--- src/rtl/memory_arbiter.sv ---
// memory_arbiter
// Shares the single memory_controller port between instruction fetch (read-only)
// and data load/store. One access is outstanding at a time. Data wins ties, but a
// streak limit on consecutive data grants keeps a waiting fetch from starving.
// Every output is a flop, so nothing reaches the memory port or the requesters
// combinationally from an input.
module memory_arbiter #(
   parameter int TIMEOUT      = 16,
   parameter int MAX_D_STREAK = 4
) (
   input  logic        clk,
   input  logic        rst,
   input  logic        i_req,
   input  logic [31:0] i_addr,
   output logic [31:0] i_rdata,
   output logic        i_ack,
   output logic        i_abort,
   input  logic        d_req,
   input  logic        d_write,
   input  logic        d_size,
   input  logic [31:0] d_addr,
   input  logic [31:0] d_wdata,
   output logic [31:0] d_rdata,
   output logic        d_ack,
   output logic        d_abort,
   output logic [31:0] m_addr,
   output logic [31:0] m_wdata,
   output logic        m_write,
   output logic        m_size,
   output logic [1:0]  m_prot,
   output logic [1:0]  m_trans,
   input  logic [31:0] m_rdata,
   input  logic        m_data_valid,
   input  logic        m_abort
);

   localparam int TW = $clog2(TIMEOUT + 1);
   localparam int SW = $clog2(MAX_D_STREAK + 1);
   localparam logic [TW-1:0] TMO_LAST     = TW'(TIMEOUT - 1);
   localparam logic [SW-1:0] STREAK_MAX   = SW'(MAX_D_STREAK);
   localparam logic [1:0]    TRANS_IDLE   = 2'b00;
   localparam logic [1:0]    TRANS_NONSEQ = 2'b10;

   typedef enum logic [1:0] {S_IDLE, S_ISSUE, S_WAIT, S_DONE} state_t;

   state_t        state_q, state_d;
   logic [TW-1:0] tmo_q;       // WAIT cycles spent without m_data_valid
   logic [SW-1:0] streak_q;    // consecutive data grants while fetch was waiting
   logic          is_data_q;   // current access belongs to the data requester
   logic          pick_data;   // data would win an arbitration this cycle
   logic          finish;      // WAIT ends at this edge
   logic          fin_abort;   // abort status reported with the ack

   // State register.
   // NOTE: sequential state uses non-blocking assignments so every flop samples
   // pre-edge values regardless of the order the always blocks are evaluated in.
   always_ff @(posedge clk or posedge rst) begin
      if (rst) state_q <= S_IDLE;
      else     state_q <= state_d;
   end

   // Next-state: one pass IDLE -> ISSUE -> WAIT -> DONE per access.
   // NOTE: state_d gets a default before the case so no path leaves it unassigned
   // (an unassigned path in always_comb would infer a latch).
   always_comb begin
      state_d = state_q;
      case (state_q)
         S_IDLE:  if (i_req || d_req) state_d = S_ISSUE;
         S_ISSUE: state_d = S_WAIT;
         S_WAIT:  if (m_data_valid || tmo_q == TMO_LAST) state_d = S_DONE;
         S_DONE:  state_d = S_IDLE;
         default: state_d = S_IDLE;
      endcase
   end

   // Arbitration and completion decisions feeding the output registers.
   always_comb begin
      pick_data = d_req && !(i_req && streak_q == STREAK_MAX);
      finish    = (state_q == S_WAIT) && (state_d == S_DONE);
      fin_abort = m_data_valid ? m_abort : 1'b1;   // no data_valid means timeout
   end

   // Registered outputs, latched request fields and counters.
   always_ff @(posedge clk or posedge rst) begin
      if (rst) begin
         m_addr    <= '0;
         m_wdata   <= '0;
         m_write   <= 1'b0;
         m_size    <= 1'b0;
         m_prot    <= 2'b00;
         m_trans   <= TRANS_IDLE;
         i_rdata   <= '0;
         i_ack     <= 1'b0;
         i_abort   <= 1'b0;
         d_rdata   <= '0;
         d_ack     <= 1'b0;
         d_abort   <= 1'b0;
         is_data_q <= 1'b0;
         tmo_q     <= '0;
         streak_q  <= '0;
      end else begin
         // NONSEQ is visible exactly during the ISSUE cycle.
         m_trans <= (state_d == S_ISSUE) ? TRANS_NONSEQ : TRANS_IDLE;
         i_ack   <= 1'b0;
         d_ack   <= 1'b0;
         i_abort <= 1'b0;
         d_abort <= 1'b0;
         case (state_q)
            S_IDLE: begin
               if (i_req || d_req) begin
                  is_data_q <= pick_data;
                  m_addr    <= pick_data ? d_addr : i_addr;
                  m_wdata   <= pick_data ? d_wdata : '0;
                  m_write   <= pick_data && d_write;
                  m_size    <= pick_data && d_size;
                  m_prot    <= {1'b0, pick_data};
                  // A data grant only extends the streak when fetch was kept waiting.
                  streak_q  <= (pick_data && i_req) ? streak_q + SW'(1) : '0;
               end
            end
            S_ISSUE: tmo_q <= '0;
            S_WAIT: begin
               if (finish) begin
                  m_write <= 1'b0;
                  i_ack   <= !is_data_q;
                  d_ack   <= is_data_q;
                  i_abort <= !is_data_q && fin_abort;
                  d_abort <= is_data_q && fin_abort;
                  // Read data is taken only from a real completion of a read.
                  if (m_data_valid && !m_write) begin
                     if (is_data_q) d_rdata <= m_rdata;
                     else           i_rdata <= m_rdata;
                  end
               end else begin
                  tmo_q <= tmo_q + TW'(1);
               end
            end
            default: ;
         endcase
      end
   end

endmodule
--- config.mk ---
export PLATFORM = sky130hd
export DESIGN_NAME = memory_arbiter
export DESIGN_NICKNAME = d
export VERILOG_FILES = /design/src/rtl/memory_arbiter.sv
export SDC_FILE = /design/constraint.sdc
export NUM_CORES = 1
export LEC_CHECK = 0
export CORE_MARGIN = 10
export CORE_UTILIZATION = 45
export CTS_CLUSTER_SIZE = 8
export DETAILED_ROUTE_END_ITERATION = 16
export PLACE_DENSITY = 0.86
export SLEW_MARGIN = 30
export SYNTH_ARGS = -nofsm -noshare
export SYNTH_HDL_FRONTEND = slang
export SYNTH_SLANG_ARGS = --single-unit
--- constraint.sdc ---
create_clock -name clk -period 13.7 [get_ports clk]
set_input_delay 1.37 -clock clk [delete_from_list [all_inputs] [get_ports clk]]
set_output_delay 1.37 -clock clk [all_outputs]
set_load 0.05 [all_outputs]
**Word level (Yosys, flattened, before mapping)**

Index checks and enable logic that the tools add are counted.

- Flip-flop bits (word level): 147
- Latch bits: 0
- Bits in writable memories: 0
- ROM bits: 0
- Output and inout bits: 138
- Word-level logic and storage cells: 71
- Memories kept: 0

- Add/sub/neg operators: 2
- Multipliers: 0
- Div/mod/pow operators: 0
- $lt $le $gt $ge: 0
- Equal/unequal tests: 10
- Shift operators: 0
- Muxes and demuxes: 21
- Bitwise gates (word level): 1
- Reduce and logical (&&, ||, !) cells: 22

Operators with widths:

| operator | count |
|---|---|
| 32-bit 2-to-1 mux | 2 |
| 1-bit 2-to-1 mux | 11 |
| 5-bit one-hot mux with 2 select lines | 1 |
| 1-bit logical AND | 9 |
| 2-bit one-hot mux with 4 select lines | 1 |
| 4-bit AND reduction | 2 |
| 2-bit equality test, second input constant | 3 |
| 2-bit 2-to-1 mux | 3 |
| 2-bit != test, second input constant | 3 |
| 5-bit by 1-bit adder with 5-bit output, second input constant | 1 |
| 5-bit by 4-bit equality test with 1-bit output, second input constant | 1 |
| 5-bit 2-to-1 mux | 1 |
| 2-bit by 1-bit equality test with 1-bit output, second input constant | 2 |
| 2-bit AND reduction | 2 |
| 2-bit nonzero test | 2 |
| 3-bit by 1-bit adder with 3-bit output, second input constant | 1 |
| 3-bit equality test, second input constant | 1 |
| 1-bit zero test | 3 |
| 3-bit 2-to-1 mux | 1 |
| 3-bit AND reduction | 1 |
| 2-bit zero test | 1 |
| 1-bit logical OR | 2 |
| 1-bit one-hot mux with 2 select lines | 1 |
| 1-bit NOT | 1 |

**Longest topological paths before layout**

- Depth after elaboration: 8
- Mapped depth: 9
- Mapped depth without buffers: 7

**Worst setup path after synthesis**

Ideal clock, no wire load.

- Path type: input to register
- Start: input m_data_valid
- End: register i_rdata[0]
- Data arrival time: 2.735 ns
- Setup slack: 10.840 ns
- Cell stages on the path: 6
- Buffers on the path: 2
- Path through: or4_1 > nand2_4 > or4_4 > buf_6 > buf_12 > mux2_4

- Word-level cells in the longest chain between the ends: 6

Ends and longest elaborated chain:

| what | RTL line | source |
|---|---|---|
| from (decl) | 33 | `input logic m_data_valid,` |
| 1-bit logical OR | 70 | `S_WAIT: if (m_data_valid \|\| tmo_q == TMO_LAST) state_d = S_DONE;` |
| 2-bit 2-to-1 mux | 70 |  |
| 2-bit one-hot mux with 4 select lines | 67 | `case (state_q)` |
| 2-bit equality test | 79 | `finish = (state_q == S_WAIT) && (state_d == S_DONE);` |
| 1-bit logical AND | 79 |  |
| 4-bit AND reduction (no source line) * | -- |  |
| to (signal assigned) | 132 | `else i_rdata <= m_rdata;` |
| to (decl) | 15 | `output logic [31:0] i_rdata,` |

Mark *: on every way between the ends. The rest lies on a longest branch, timed or not.
A chain may end at the register's enable or synchronous reset.

**Worst setup path after layout**

- Start: input i_req
- End: register i_rdata[17]

- Word-level cells in the longest chain between the ends: 6

Ends and longest elaborated chain:

| what | RTL line | source |
|---|---|---|
| from (decl) | 13 | `input logic i_req,` |
| 1-bit logical OR | 68 | `S_IDLE: if (i_req \|\| d_req) state_d = S_ISSUE;` |
| 2-bit 2-to-1 mux | 68 |  |
| 2-bit one-hot mux with 4 select lines | 67 |  |
| 2-bit equality test | 79 |  |
| 1-bit logical AND | 79 |  |
| 4-bit AND reduction (no source line) | -- |  |

No other way between the ends.

==> metrics.cfg <==
[run_status]
outcome=finished, final reports clean

[finish]
area_growth_pct=58.4
antennaDiodeCount=0
design_area_mm2=0.00954
drive_gt1_frac=0.146
fin_nets=844
layoutNonFillerInstCount=890
final_util=0.723
nFillCells=835

[pwr]
ir_drop_v=0.000151
pwr-share-seq=0.268
comb_power_share=0.532
power.switching_mw=1.23
swShare=0.446
power_mw=2.75
powerDensity_mw_per_mm2=289
intPower_mw=1.52
power_leakage_nw=4.33
clkPwrFrac=0.200

[sta]
slew_violations=0
tns_ns=0
tightest_slew_ns=0.816
rsz0062_at_grt=false
fin_skew_ns=0.00959
fin_ws_ns=10.33
layout_min_cycle_time_ns=3.37
relSlewSlack=0.456
max_freq_mhz=297
hold_viol=0
fin_crit_sh=0.246
hold_slack_ns=0.476
setup_viol=0

[yosys]
ys_top_cells_by_count=146 x dfrtp_1, 41 x nand2_1, 36 x o21ai_0
syn_area_mm2=0.00602
syn_avg_cell_area_um2=13.8
synthArstFlopShare=1.00
netlist_top_cells_area=dfrtp_1 61%, mux2_4 7.5%, mux2_2 6.4%, mux2i_1 5.3%, a22o_1 4.9%
yosysTopAreaCellShare=0.606
synth.most_common_cell=dfrtp_1
synthCells=435
yosys_warnings=0
synth.ff_latch_count=146
synth_flop_cell=dfrtp_1
synth.distinct_cells=38
synth_top_area_cell=dfrtp_1
synth_enable_flop_cells=0
ys_seq_area_frac=0.606

[setup_path]
criticalPathCategory=input pin to register
crit_end=i_rdata[17]$_DFFE_PP0P_
path_max_fanout=32
ff2ff_setup_slack_ns=10.82
regToRegStartpoint=tmo_q[0]$_DFFE_PP0P_
rr_worst_depth=7
crit_start=i_req
slowest_stage=or4b_4
cp-start-kind=input pin
slowest_delay_ns=0.62
crit_arrival_ns=3.67
cp.required_ns=14.00
path_cells=clkdlybuf4s50_1 > or4b_4 > nand2_4 > or4_4 > mux2_2
timing.rr.end=i_rdata[17]$_DFFE_PP0P_
cp-end-kind=register

[detailed_routing]
firstDrtPassIters=4
ant_nets=0
wire_per_inst_um=20.8
drtIter0Drc=161
routed_wl_mm=18.5
avgViaCountPerCell=5.12
drc=0
route.vias.total=4560

[global_route]
grt_pass1_wl_mm=28.2
grt_usage=0.198
grt.overflow.total=0
antenna_found_initial=0
grt_max_degree=94
grt_pass1_vias=5003

[clock_tree]
cts_htree_levels=4
clock-root-buffer=clkbuf_16
clkLatencyLatePin_ns=0.42
cts_setup_buffers=0
cts_buffers=17
path_clk_slew_ns=0.06
cts_resized=0
cts_buffer_depth=2
cts_tree=built
ctsHoldBuffers=0
numClockSinks=146

[placed_design]
place_ws_ns=9.90
dpl.cell_count=858
placed_cell_area_mm2=0.00883
dp_hpwl_mm=14.0
place.gp.congestion=0.781
place.port_buffers=271

[run]
cap_violations=0

[die]
std_cell_rows=42
fp.dieH_um=136
core_area_mm2=0.0132
fp.dieW_um=136
ios=274
die_area_mm2=0.0184
start_util=0.457

[min_path]
hp-class=register to register

[cell families (layout without fill, tap and decap cells)]
family          count (synthesis)  count (layout)  share of synthesized area
mux                            96              96                      0.191
flops                         146             146                      0.606
fa+ha+maj                       7               7                     0.0145
simple gates                   69              69                     0.0590
other cells                     1               2                   0.000622
buf+inv                        36             314                     0.0349
compound gates                 80              80                     0.0930
[power by group through the flow]
stage | Sequential [mW] | Combinational [mW] | Clock [mW]
2_1_floorplan | 1.35 | 0.345 | 0
3_3_place_gp | 0.732 | 1.44 | 0
3_5_place_dp | 0.744 | 1.47 | 0
4_1_cts | 0.740 | 1.48 | 0.559
5_1_grt | 0.762 | 1.53 | 0.578
6_report | 0.739 | 1.47 | 0.550
[cell usage in the layout, fill, tap and decap left out, types with 2 or more instances in the layout]
cell             netlist  final
nor2_1                 3      3
dfrtp_1              146    146
a21o_1                 2      2
nand2_1               41     40
a22o_1                34     34
bufinv_16              0      7
clkbuf_1              16      3
clkdlybuf4s50_1        0    271
ha_1                   7      7
nand4b_1               2      2
mux2_4                30     30
and3_1                 3      3
inv_1                  7      6
clkbuf_16              0     17
clkbuf_8               0      3
mux2i_1               32     32
nand3_1                3      3
and4b_1                2      2
nor3_1                 3      3
nor2b_1                4      4
nand2_4                1      2
conb_1                 1      2
o21ai_0               36     35
a32o_1                 2      2
mux2_2                34     34
buf_4                  3      4
[critical path, delay by kind of cell]
| kind | cells | cell delay [ns] |
|---|---|---|
| multiplexers | 1 | 0.40 |
| AND/OR/NAND/NOR | 3 | 1.31 |
| buffers and inverters | 1 | 0.56 |
[area by class of cell]
type | count | area, µm² | area share
Sequential cell | 146 | 3650 | 0.383
Timing Repair Buffer | 275 | 2740 | 0.287
Multi-Input combinational cell | 254 | 2190 | 0.230
Clock buffer | 23 | 478 | 0.0501
Clock inverter | 9 | 224 | 0.0235
Tap cell | 176 | 220 | 0.0231
Inverter | 7 | 31.3 | 0.00328
[state kept, by name (all words and copies together) (netlist names), 2 cells and up]
name	count
d_rdata	32
i_rdata	32
m_addr	32
m_wdata	32
tmo_q	5
streak_q	3
state_q	2
[layer usage]
layer	share of wire	vias up	GRT usage
li1	-	2090	-
met1	0.37	2214	0.214
met2	0.47	235	0.317
met3	0.14	21	0.115
met4	0.017	0	0.0670
met5	0	-	0
[worst min-delay path by stage]
stage	startpoint	endpoint	slack [ns]	depth (start not counted)
after floorplan	tmo_q[4]$_DFFE_PP0P_	tmo_q[4]$_DFFE_PP0P_	0.46	1
after global placement	m_addr[24]$_DFFE_PP0P_	m_addr[24]$_DFFE_PP0P_	0.46	2
after detailed placement	m_addr[23]$_DFFE_PP0P_	m_addr[23]$_DFFE_PP0P_	0.47	2
after CTS	m_addr[23]$_DFFE_PP0P_	m_addr[23]$_DFFE_PP0P_	0.48	2
after global routing	tmo_q[4]$_DFFE_PP0P_	tmo_q[4]$_DFFE_PP0P_	0.51	1
final	m_addr[23]$_DFFE_PP0P_	m_addr[23]$_DFFE_PP0P_	0.48	2
Power figures use the tool's default switching activity.
